<file path="src/rtl/divmod4.sv">
// divmod4 -- 4-bit unsigned divider/modulo unit.
//
// Restoring division, MSB first, four 5-bit subtract stages. The result
// register is qualified by a one-cycle out_valid pulse; A/B/dbz hold their
// last delivered value between pulses.
//
// Ports:
//   clk       rising-edge clock
//   rst       synchronous reset, active-high
//   in_valid  x/y are sampled on this edge
//   x, y      unsigned dividend / divisor
//   out_valid one-cycle pulse marking a new A/B/dbz
//   A         remainder  (x % y; x when y == 0)
//   B         quotient   (x / y; 4'hF when y == 0)
//   dbz       divide-by-zero flag for the result on A/B
//
// Build option:
//   DIVMOD4_PIPE_EN  when defined, registers the datapath after the stage
//                    that decides quotient bit 2 (latency 2, throughput 1).
//                    Otherwise all four stages feed the output register
//                    directly (latency 1).

module divmod4 (
  input  logic       clk,
  input  logic       rst,
  input  logic       in_valid,
  input  logic [3:0] x,
  input  logic [3:0] y,
  output logic       out_valid,
  output logic [3:0] A,
  output logic [3:0] B,
  output logic       dbz
);

  // One restoring step: returns {quotient bit, new partial remainder}.
  // The bit shifted out of rem[3] is always zero here because before the
  // last shift the partial remainder is bounded by x[3:1] (<= 7).
  function automatic logic [4:0] div_stage(input logic [3:0] rem,
                                           input logic       xb,
                                           input logic [3:0] d);
    logic [3:0] sh;
    logic [4:0] diff;
    sh   = {rem[2:0], xb};
    diff = {1'b0, sh} - {1'b0, d};
    if (diff[4]) div_stage = {1'b0, sh};
    else         div_stage = {1'b1, diff[3:0]};
  endfunction

  logic       fin_valid;
  logic [3:0] fin_rem;
  logic [3:0] fin_q;
  logic       fin_dbz;

`ifdef DIVMOD4_PIPE_EN

  // Front half: stages for quotient bits 3 and 2.
  logic [4:0] s3, s2;
  always_comb begin
    s3 = div_stage(4'd0,     x[3], y);
    s2 = div_stage(s3[3:0],  x[2], y);
  end

  // Split register: partial remainder, partial quotient, unused x bits, y.
  logic       p_valid;
  logic [3:0] p_rem;
  logic [1:0] p_q;
  logic [1:0] p_x;
  logic [3:0] p_y;

  always_ff @(posedge clk) begin
    if (rst) begin
      p_valid <= 1'b0;
      p_rem   <= '0;
      p_q     <= '0;
      p_x     <= '0;
      p_y     <= '0;
    end else begin
      p_valid <= in_valid;
      if (in_valid) begin
        p_rem <= s2[3:0];
        p_q   <= {s3[4], s2[4]};
        p_x   <= x[1:0];
        p_y   <= y;
      end
    end
  end

  // Back half: stages for quotient bits 1 and 0.
  logic [4:0] s1, s0;
  always_comb begin
    s1        = div_stage(p_rem,   p_x[1], p_y);
    s0        = div_stage(s1[3:0], p_x[0], p_y);
    fin_valid = p_valid;
    fin_rem   = s0[3:0];
    fin_q     = {p_q, s1[4], s0[4]};
    fin_dbz   = (p_y == 4'd0);
  end

`else

  logic [4:0] s3, s2, s1, s0;
  always_comb begin
    s3        = div_stage(4'd0,    x[3], y);
    s2        = div_stage(s3[3:0], x[2], y);
    s1        = div_stage(s2[3:0], x[1], y);
    s0        = div_stage(s1[3:0], x[0], y);
    fin_valid = in_valid;
    fin_rem   = s0[3:0];
    fin_q     = {s3[4], s2[4], s1[4], s0[4]};
    fin_dbz   = (y == 4'd0);
  end

`endif

  // Output register: results only load on a delivered result.
  always_ff @(posedge clk) begin
    if (rst) begin
      out_valid <= 1'b0;
      A         <= '0;
      B         <= '0;
      dbz       <= 1'b0;
    end else begin
      out_valid <= fin_valid;
      if (fin_valid) begin
        A   <= fin_rem;
        B   <= fin_q;
        dbz <= fin_dbz;
      end
    end
  end

endmodule

</file>
<file path="config.mk">
export PLATFORM = sky130hd
export DESIGN_NAME = divmod4
export DESIGN_NICKNAME = d
export VERILOG_FILES = /design/src/rtl/divmod4.sv
export SDC_FILE = /design/constraint.sdc
export NUM_CORES = 1
export LEC_CHECK = 0
export CELL_PAD_IN_SITES_DETAIL_PLACEMENT = 0
export CELL_PAD_IN_SITES_GLOBAL_PLACEMENT = 1
export CORE_ASPECT_RATIO = 1.25
export CORE_MARGIN = 3
export CORE_UTILIZATION = 32
export DETAILED_ROUTE_END_ITERATION = 7
export GPL_TIMING_DRIVEN = 1
export PLACE_DENSITY = 0.79
export RECOVER_POWER = 50
export SYNTH_ARGS = -nofsm -noshare
export SYNTH_HDL_FRONTEND = slang
export SYNTH_SLANG_ARGS = --single-unit
</file>
<file path="constraint.sdc">
create_clock -name clk -period 5.1 [get_ports clk]
set_input_delay 1.02 -clock clk [delete_from_list [all_inputs] [get_ports clk]]
set_output_delay 1.02 -clock clk [all_outputs]
set_load 0.02 [all_outputs]
</file>
### Word level (Yosys, flattened, before mapping)

Index checks and enable logic that the tools add are counted.

| storage, ports and cells | value |
|---|---|
| output and inout port bits | 10 |
| bits in registers | 10 |

| cells by class | value |
|---|---|
| mux-type cells | 4 |
| reductions and logical operators | 1 |
| $add $sub $neg | 4 |

Operator list:

| operator | number |
|---|---|
| $mux 5 | 4 |
| $sub 4x4->5 | 3 |
| $sub 1x4->5 | 1 |
| $logic_not 4->1 | 1 |

### Logic depth before layout (Yosys ltp)

Gate-level depths: netlist of the first run.

| depth | value |
|---|---|
| depth in word-level cells | 8 |
| depth in mapped cells | 21 |

### Least setup slack after synthesis of the first run

No wires, ideal clock.

| path | value |
|---|---|
| path kind | input -> register |
| start | input port x[3] |
| end | register A[1] |
| data arrival time | 5279 ps |
| stages on the path | 21 |
| data required time | 4968 ps |
| buffers on the path | 0 |
| library setup time | 132 ps |
| slack | -310 ps |
| cell sequence | inv_1 -> ha_1 -> inv_1 -> ha_1 -> or3b_1 -> a21o_2 -> fa_1 -> nor3b_1 -> a2111oi_2 -> nor2_1 -> ha_1 -> nor2b_1 -> o21a_1 -> or3_1 -> and2_1 -> fa_1 -> a21o_1 -> a21oi_2 -> o21ai_0 -> a31oi_1 -> nor3_1 |

| on the way | value |
|---|---|
| cells in the longest elaborated chain, start to end | 8 |

RTL lines:

| what | line | source |
|---|---|---|
| start: declaration | 27 | `input logic [3:0] x,` |
| $sub 1x4->5 | 44 | `diff = {1'b0, sh} - {1'b0, d};` |
| $mux 5 (*) | 45 | `if (diff[4]) div_stage = {1'b0, sh};` |
| $sub 4x4->5 | 44 |  |
| $mux 5 (*) | 45 |  |
| $sub 4x4->5 | 44 |  |
| $mux 5 (*) | 45 |  |
| $sub 4x4->5 | 44 |  |
| $mux 5 (*) | 45 |  |
| end signal: assignment | 125 | `A <= fin_rem;` |
| end: declaration | 30 | `output logic [3:0] A,` |

Mark *: on every way between the ends. The rest lies on a longest branch, timed or not.
A chain may end at the register's enable or synchronous reset.

### Worst setup path in the final report of the first run

| path | value |
|---|---|
| start | input port y[0] |
| end | register A[3] |

| on the way | value |
|---|---|
| cells in the longest elaborated chain, start to end | 8 |

RTL lines:

| what | line | source |
|---|---|---|
| start: declaration | 28 | `input logic [3:0] y,` |
| $sub 1x4->5 | 44 |  |
| $mux 5 | 45 |  |
| $sub 4x4->5 | 44 |  |
| $mux 5 | 45 |  |
| $sub 4x4->5 | 44 |  |
| $mux 5 | 45 |  |
| $sub 4x4->5 | 44 |  |
| $mux 5 (*) | 45 |  |

Marked as above.

==> summary.md, run 1 <==
| Metric | Value |
|---|---|
| Clk root buf | `clkbuf_4` |
| Post-Syn Area | `890.9 um^2` |
| Max capacitance violation total | `0` |
| CTS Buf Count | `3` |
| All-Layer GR Usage | `between 10% and 20%` |
| Drt wl/cell | `13.04 um` |
| Slew @ Worst Pin | `0.5881 ns` |
| Min Tclk post-route | `5.158 ns` |
| Core area | `2552 um^2` |
| Antenna violations before repair | `0` |
| I/O pin count | `21` |
| Largest net degree at the start of global routing | `18` |
| Critical Path AT | `5.27 ns` |
| RSZ-0062 raised after global routing | `true` |
| Post-synth net total | `129` |
| Worst hold start | `B[3]` |
| Slowest stage delay, CP | `0.38 ns` |
| Routed Antenna Nets | `0` |
| CTS tree | `done` |
| Placer congestion estimate | `0.7861` |
| Cts hold-fix bufs | `0` |
| Synthesized netlist cell count | `103` |
| Area leader, netlist | `dfxtp_1` |
| #FFs+latches synth | `10` |
| Max clock buf depth | `2` |
| Die height | `64.99 um` |
| Synth cell types | `37` |
| Origin of the worst setup path | `y[0]` |
| Worst r2r src | `A[2]` |
| Initial Utilization | `between 30% and 40%` |
| Commonest non-fill, non-tap cell in the layout | `buf_4` |
| WP data required | `5.21 ns` |
| WS Path Type | `in -> reg` |
| Worst relative slew slack | `60.79%` |
| Worst-Skew Late Latency | `0.25 ns` |
| Worst Setup Slack, final | `-0.05754 ns` |
| Die Width | `53.19 um` |
| DR DRC count | `0` |
| Leakage | `0.7524 nW` |
| CP bufs+invs | `3` |
| Clk sink count | `10` |
| Crit-path max FO | `7` |
| Post-Place Cells | `between 150 and 200` |
| Most frequent cells in the layout | `buf_4 (40), dfxtp_1 (10), clkdlybuf4s50_1 (10)` |
| CP top delay family | `simple AND/OR/NAND/NOR gates` |
| Mean Syn Cell Area | `slightly below 9 um^2` |
| Global-route wire length before repair | `approximately 3900 um` |
| Pins Over Slew Limit | `0` |
| CP max stage cell | `or3b_4` |
| Final net count | `between 150 and 200` |
| DR iter-0 viols | `3` |
| Status | `finished, violations left` |
| Final Setup Violations | `2` |
| PD cells | `between 200 and 250 nW/um^2` |
| Die Area | `between 3000 and 4000 um^2` |
| Clock slew at reported path FFs | `around 0.06 ns` |
| Fill count | `231` |
| Critical path endpoint category | `register` |
| Final wirelength | `between 2000 and 3000 um` |
| Pre-antenna DRT Iters | `4` |
| Failing checks | `setup timing` |
| Cell breakdown of the critical path | `buf_6 -> ha_4 -> inv_2 -> ha_4 -> or3b_4 -> a21o_4 -> fa_2 -> buf_6 -> or3b_4 -> a21oi_4 -> nor2_2 -> ha_1 -> nor2b_4 -> o21a_1 -> or3_4 -> and2_4 -> fa_2 -> a21o_1 -> a21oi_4 -> mux2i_1 -> a211oi_1` |
| Num rows | `20` |
| Crit share post-route | `101.1%` |
| Fmax | `193.9 MHz` |
| Clk_skew | `0 ns` |
| HPWL Detailed | `1895 um` |
| Vias | `939` |
| CP Launch Type | `input pin` |
| Remaining Overflow, GRT | `0` |
| Area Growth Syn to Fin | `83.71%` |
| Vias in the first global route | `948` |
| Hold Crit Class | `reg -> reg` |
| PortBufs | `20` |
| Diode count | `0` |
| H-tree depth | `1` |
| Synth area leaders | `dfxtp_1 (22%), ha_1 (17%), fa_1 (6.7%)` |
| Synth warn | `0` |
| Seq/Total Area, Yosys | `22.47%` |
| Peak supply drop | `0.1402 mV` |
| Post-synth top area share | `22.47%` |
| WHS | `0.4739 ns` |
| Final Hold Fails | `0` |
| Final cell count without fillers | `198` |
| Fraction of layout cells with a size suffix above 1 | `46.67%` |
| Vias/cell | `4.742` |
[layout make-up]
cell class	count	area [um^2]	share of cell area, %
repair buffers	62	521.8	31.88
clock buffers	3	22.52	1.376
inverters	12	51.30	3.135
well taps	33	41.29	2.523
multi-input cells	78	799.5	48.85
flip-flops and latches	10	200.2	12.23
[flip-flops by register name, indices dropped and copies added, names as in the netlist]
signal and count:
B 4, A 4, dbz 1, out_valid 1
[Yosys cell counts, drive strengths merged]
library cell  number
a311oi             1
nor3b              1
a31o               1
mux2i              3
a2111oi            1
fa                 3
nand2b             2
or3b               2
xor2               2
a31oi              2
nand3              2
nand2              2
o21ai              4
mux2               1
xnor2              1
and3               1
a211oi             3
nor3               1
and2               1
nor2              10
clkbuf             3
conb               1
dfxtp             10
ha                12
o32ai              1
o41ai              1
nor4b              1
inv               12
a21oi              7
or3                2
a21o               4
nor2b              3
o21a               1
or2                1
[timing repair]
item,in CTS,in global routing
gates resized for setup,26,15
gates cloned,0,0
setup endpoints to repair,5,5
pin swaps,19,15
hold endpoints to repair,0,0
buffers inserted,11,4
[worst paths after layout]
path / end / cells past startpoint / slack [ns]
setup / recovery: A[3] / 21 / -0.06
hold reg to reg: B[3] / 2 / 0.47
setup reg to reg: A[2] / 3 / 4.31
hold / removal: B[3] / 2 / 0.47
[layer usage]
layer	global-route usage, %	part of all wire (%)	vias up	wire [um]
met2	25.62	54	16	1389
li1	-	-	486	-
met4	7.668	1.2	0	30
met1	18.14	42	435	1077
met3	0.6897	3.3	2	84
met5	0	0	-	0
[per-stage QoR]
stage	worst slack (ns)	cell area, um^2	total power [mW]	util, %	setup TNS [ns]
after floorplan	0.006433	960.9	0.2101	-	0
after global placement	-0.7329	1401	0.2913	54.90	-3.303
after detailed placement	-0.8071	1401	0.2984	54.90	-3.740
after CTS	-0.1256	1544	0.3758	60.49	-0.4099
after global routing	-0.2015	1637	0.4174	64.12	-0.6660
final	-0.05754	1637	0.3887	64.12	-0.07105
[kinds of logic after synthesis]
family | count (synthesis) | synth area share (%)
compound gates | 26 | 21.35
xor+xnor | 3 | 2.950
fa+ha+maj | 15 | 23.60
buf+inv | 15 | 6.320
flops | 10 | 22.47
mux | 4 | 4.635
other cells | 1 | 0.4209
simple gates | 29 | 18.26
[power breakdown]
| group | total [mW] | switching (mW) | internal (mW) | leakage, nW |
|---|---|---|---|---|
| clock | 0.0489 | 0.0220 | 0.0270 | 0.0138 |
| combinational | 0.249 | 0.106 | 0.142 | 0.656 |
| sequential | 0.0911 | 0.00395 | 0.0872 | 0.0825 |
| total | 0.389 | 0.132 | 0.256 | 0.752 |
[tightest hold or removal path: stages (launching register included)]
cell and delay [ns]:
dfxtp_1 0.31, nand2b_1 0.06, a21oi_1 0.06
Note: power is estimated with default switching activity, not from simulation.
==> inputs of run 2 (changes only) <==
--- a/config.mk
+++ b/config.mk
@@ -5,15 +5,17 @@
 export SDC_FILE = /design/constraint.sdc
 export NUM_CORES = 1
 export LEC_CHECK = 0
+export ABC_AREA = 1
 export CELL_PAD_IN_SITES_DETAIL_PLACEMENT = 0
 export CELL_PAD_IN_SITES_GLOBAL_PLACEMENT = 1
 export CORE_ASPECT_RATIO = 1.25
 export CORE_MARGIN = 3
-export CORE_UTILIZATION = 32
+export CORE_UTILIZATION = 31
 export DETAILED_ROUTE_END_ITERATION = 7
 export GPL_TIMING_DRIVEN = 1
-export PLACE_DENSITY = 0.79
+export PLACE_DENSITY = 0.81
 export RECOVER_POWER = 50
+export REMOVE_ABC_BUFFERS = 1
 export SYNTH_ARGS = -nofsm -noshare
 export SYNTH_HDL_FRONTEND = slang
 export SYNTH_SLANG_ARGS = --single-unit
==> run 2 against run 1 <==
The flow now finishes without violations. Worst setup slack better by 0.40 ns. Largest cell class unchanged. Die area is 1.2% higher. Combinational power fell by 24%. Non-clock buffer count decreased by 33. Sequential cell count unchanged. Synthesized cell count rose by 20%. Sequential power increased by 2.4%.
==> summary.md, run 2 <==
| Metric | Value |
|---|---|
| Final cell count without fillers | `188` |
| CTS tree | `done` |
| Seq pwr share | `between 20% and 30%` |
| Fill count | `between 200 and 300` |
| Most frequent cells in the layout | `nand2_1 (29), inv_1 (23), clkdlybuf4s50_1 (12)` |
| Drt wl/cell | `between 10 and 15 um` |
| Hold Crit Class | `reg -> reg` |
| Ys flop type | `dfxtp_1` |
| Vias | `879` |
| Max clock buf depth | `2` |
| Final net count | `183` |
| Clk root buf | `clkbuf_4` |
| Most used cell along the critical path | `nand2_1` |
| Min Tclk post-route | `~4.8 ns` |
| Fmax | `between 200 and 250 MHz` |
| DR iter-0 viols | `26` |
| Pre-antenna DRT Iters | `4` |
| Area leader, netlist | `dfxtp_1` |
| Crit-path max FO | `6` |
| CTS Buf Count | `3` |
| Placer congestion estimate | `0.7034` |
| Largest net degree at the start of global routing | `14` |
| Synth warn | `0` |
| Status | `finished clean` |
| Cell area after layout | `1227 um^2` |
| Fraction of layout cells with a size suffix above 1 | `15.48%` |
| WS Path Type | `in -> reg` |
| Post-Syn Area | `874.6 um^2` |
| Top flop regs | `A (4), B (4)` |
| CP Launch Type | `input pin` |
| Peak supply drop | `0.1643 mV` |
| Final core utilization | `48.09%` |
| #FFs+latches synth | `10` |
| Area Growth Syn to Fin | `40.34%` |
| Synth area leaders | `dfxtp_1 (23%), ha_1 (17%), nand2_1 (12%)` |
| Leakage | `0.6395 nW` |
| Routed Antenna Nets | `0` |
| Post-synth top area share | `22.89%` |
| Commonest non-fill, non-tap cell in the layout | `nand2_1` |
| Antenna violations before repair | `0` |
| Vias/cell | `4.676` |
| Clk sink count | `10` |
| DP Area | `approximately 1200 um^2` |
| WP data required | `5.25 ns` |
| Net Sw Frac | `around two fifths` |
| Synth cell types | `22` |
| CP max stage cell | `clkdlybuf4s50_1` |
| Remaining Overflow, GRT | `0` |
| Int Pwr | `0.2046 mW` |
| Die height | `65.39 um` |
| Final wirelength | `around 2100 um` |
| All-Layer GR Usage | `13.54%` |
| HPWL Detailed | `between 1500 and 2000 um` |
| Pins Over Slew Limit | `0` |
| Diode count | `0` |
| Worst-Skew Late Latency | `0.25 ns` |
| DR DRC count | `0` |
| RSZ-0062 raised after global routing | `false` |
| Seq/Total Area, Yosys | `22.89%` |
| Clk_skew | `0 ns` |
| Final Hold Fails | `0` |
| Ys async rst share | `0%` |
| Clock slew at reported path FFs | `0.06 ns` |
| Num rows | `20` |
| List of most frequent post-synthesis cells | `nand2_1 (29), inv_1 (24), ha_1 (12)` |
| Global-route wire length before repair | `roughly 3600 um` |
| Vias in the first global route | `888` |
| Most frequent cell after synthesis | `nand2_1` |
| Power Total | `0.3334 mW` |
| Die Area | `3498 um^2` |
| Comb pwr share | `a little under three fifths` |
| H-tree depth | `1` |
| Synthesized netlist cell count | `124` |
| Initial Utilization | `34.26%` |
| Post-synth EDFFs | `0` |
| Clock share of power | `about 15%` |
| PortBufs | `20` |
| WHS | `approximately 0.47 ns` |
| Sw Pwr | `0.1288 mW` |
| Critical Path AT | `4.91 ns` |
| Slowest stage delay, CP | `0.45 ns` |
| Core area | `roughly 2600 um^2` |
| Die Width | `roughly 54 um` |
| Critical path endpoint category | `register` |
| PD cells | `271.7 nW/um^2` |
| Crit share post-route | `93.31%` |
| Cts hold-fix bufs | `0` |
| Mean Syn Cell Area | `7.053 um^2` |
| I/O pin count | `21` |
| Post-Place Cells | `182` |
| Final Setup Violations | `0` |
| Max capacitance violation total | `0` |
==> run 2: cell count changes after synthesis, sizes merged, moves of 4 or more <==
cell / delta
nand3: +9
inv: +13
a21o: -4
nand2: +28
nor2: -5
o211ai: +4
a21oi: +4
==> run 2: layout make-up <==
class | instances | area (um^2) | area share, %
multi-input cells | 88 | 601.8 | 49.03
repair buffers | 29 | 267.8 | 21.81
flip-flops and latches | 10 | 200.2 | 16.31
inverters | 25 | 93.84 | 7.645
well taps | 33 | 41.29 | 3.364
clock buffers | 3 | 22.52 | 1.835
==> run 2: final timing paths <==
| check | cells past startpoint | to | startpoint | slack (ns) |
|---|---|---|---|---|
| max reg2reg | 4 | A[0] | A[0] | 4.45 |
| min | 2 | B[1] | B[1] | 0.47 |
| min reg2reg | 2 | B[1] | B[1] | 0.47 |
| max | 27 | A[0] | x[3] | 0.34 |
==> run 2: per-layer routing <==
layer  track usage (%)  vias to the layer above  routed length, um
met5                 0                        -                  0
met4             5.751                        0                 17
met3             2.041                        2                 70
met2             23.31                       22               1059
met1             16.15                      398                937
li1                  -                      457                  -
==> run 2: stage by stage <==
step                       TNS, ns  worst slack [ns]
after floorplan                  0            0.6659
after global placement    -0.07780          -0.07780
after detailed placement   -0.4255           -0.1853
after CTS                        0           0.07016
after global routing             0           0.01715
final                            0            0.3409
==> run 2: kinds of logic after synthesis <==
logic type	after synthesis	synth area share (%)
AND/OR/NAND/NOR	48	24.03
buffers and inverters	26	11.16
XOR/XNOR	3	3.005
flip-flops	10	22.89
other	1	0.4288
adder cells (fa/ha/maj)	15	24.03
AO/OA/AOI/OAI	21	14.45
==> run 2: power by group through the flow <==
stage / clock network [mW] / registers, mW / logic, mW
4_1_cts: 0.0525 / 0.0937 / 0.171
3_5_place_dp: 0 / 0.0950 / 0.171
6_report: 0.0502 / 0.0933 / 0.190
3_3_place_gp: 0 / 0.0941 / 0.166
2_1_floorplan: 0 / 0.106 / 0.0987
5_1_grt: 0.0573 / 0.0949 / 0.214
==> run 2: critical path, delay by kind of cell <==
| family | cells | cell delay (ns) |
|---|---|---|
| fa+ha+maj | 5 | 1.45 |
| simple gates | 10 | 0.92 |
| buf+inv | 8 | 0.95 |
| compound gates | 4 | 0.56 |
==> run 2: timing repair <==
| action | CTS | global route |
|---|---|---|
| endpoints found under the setup margin | 0 | 5 |
| gates resized for setup | 0 | 6 |
| buffers inserted | 0 | 3 |
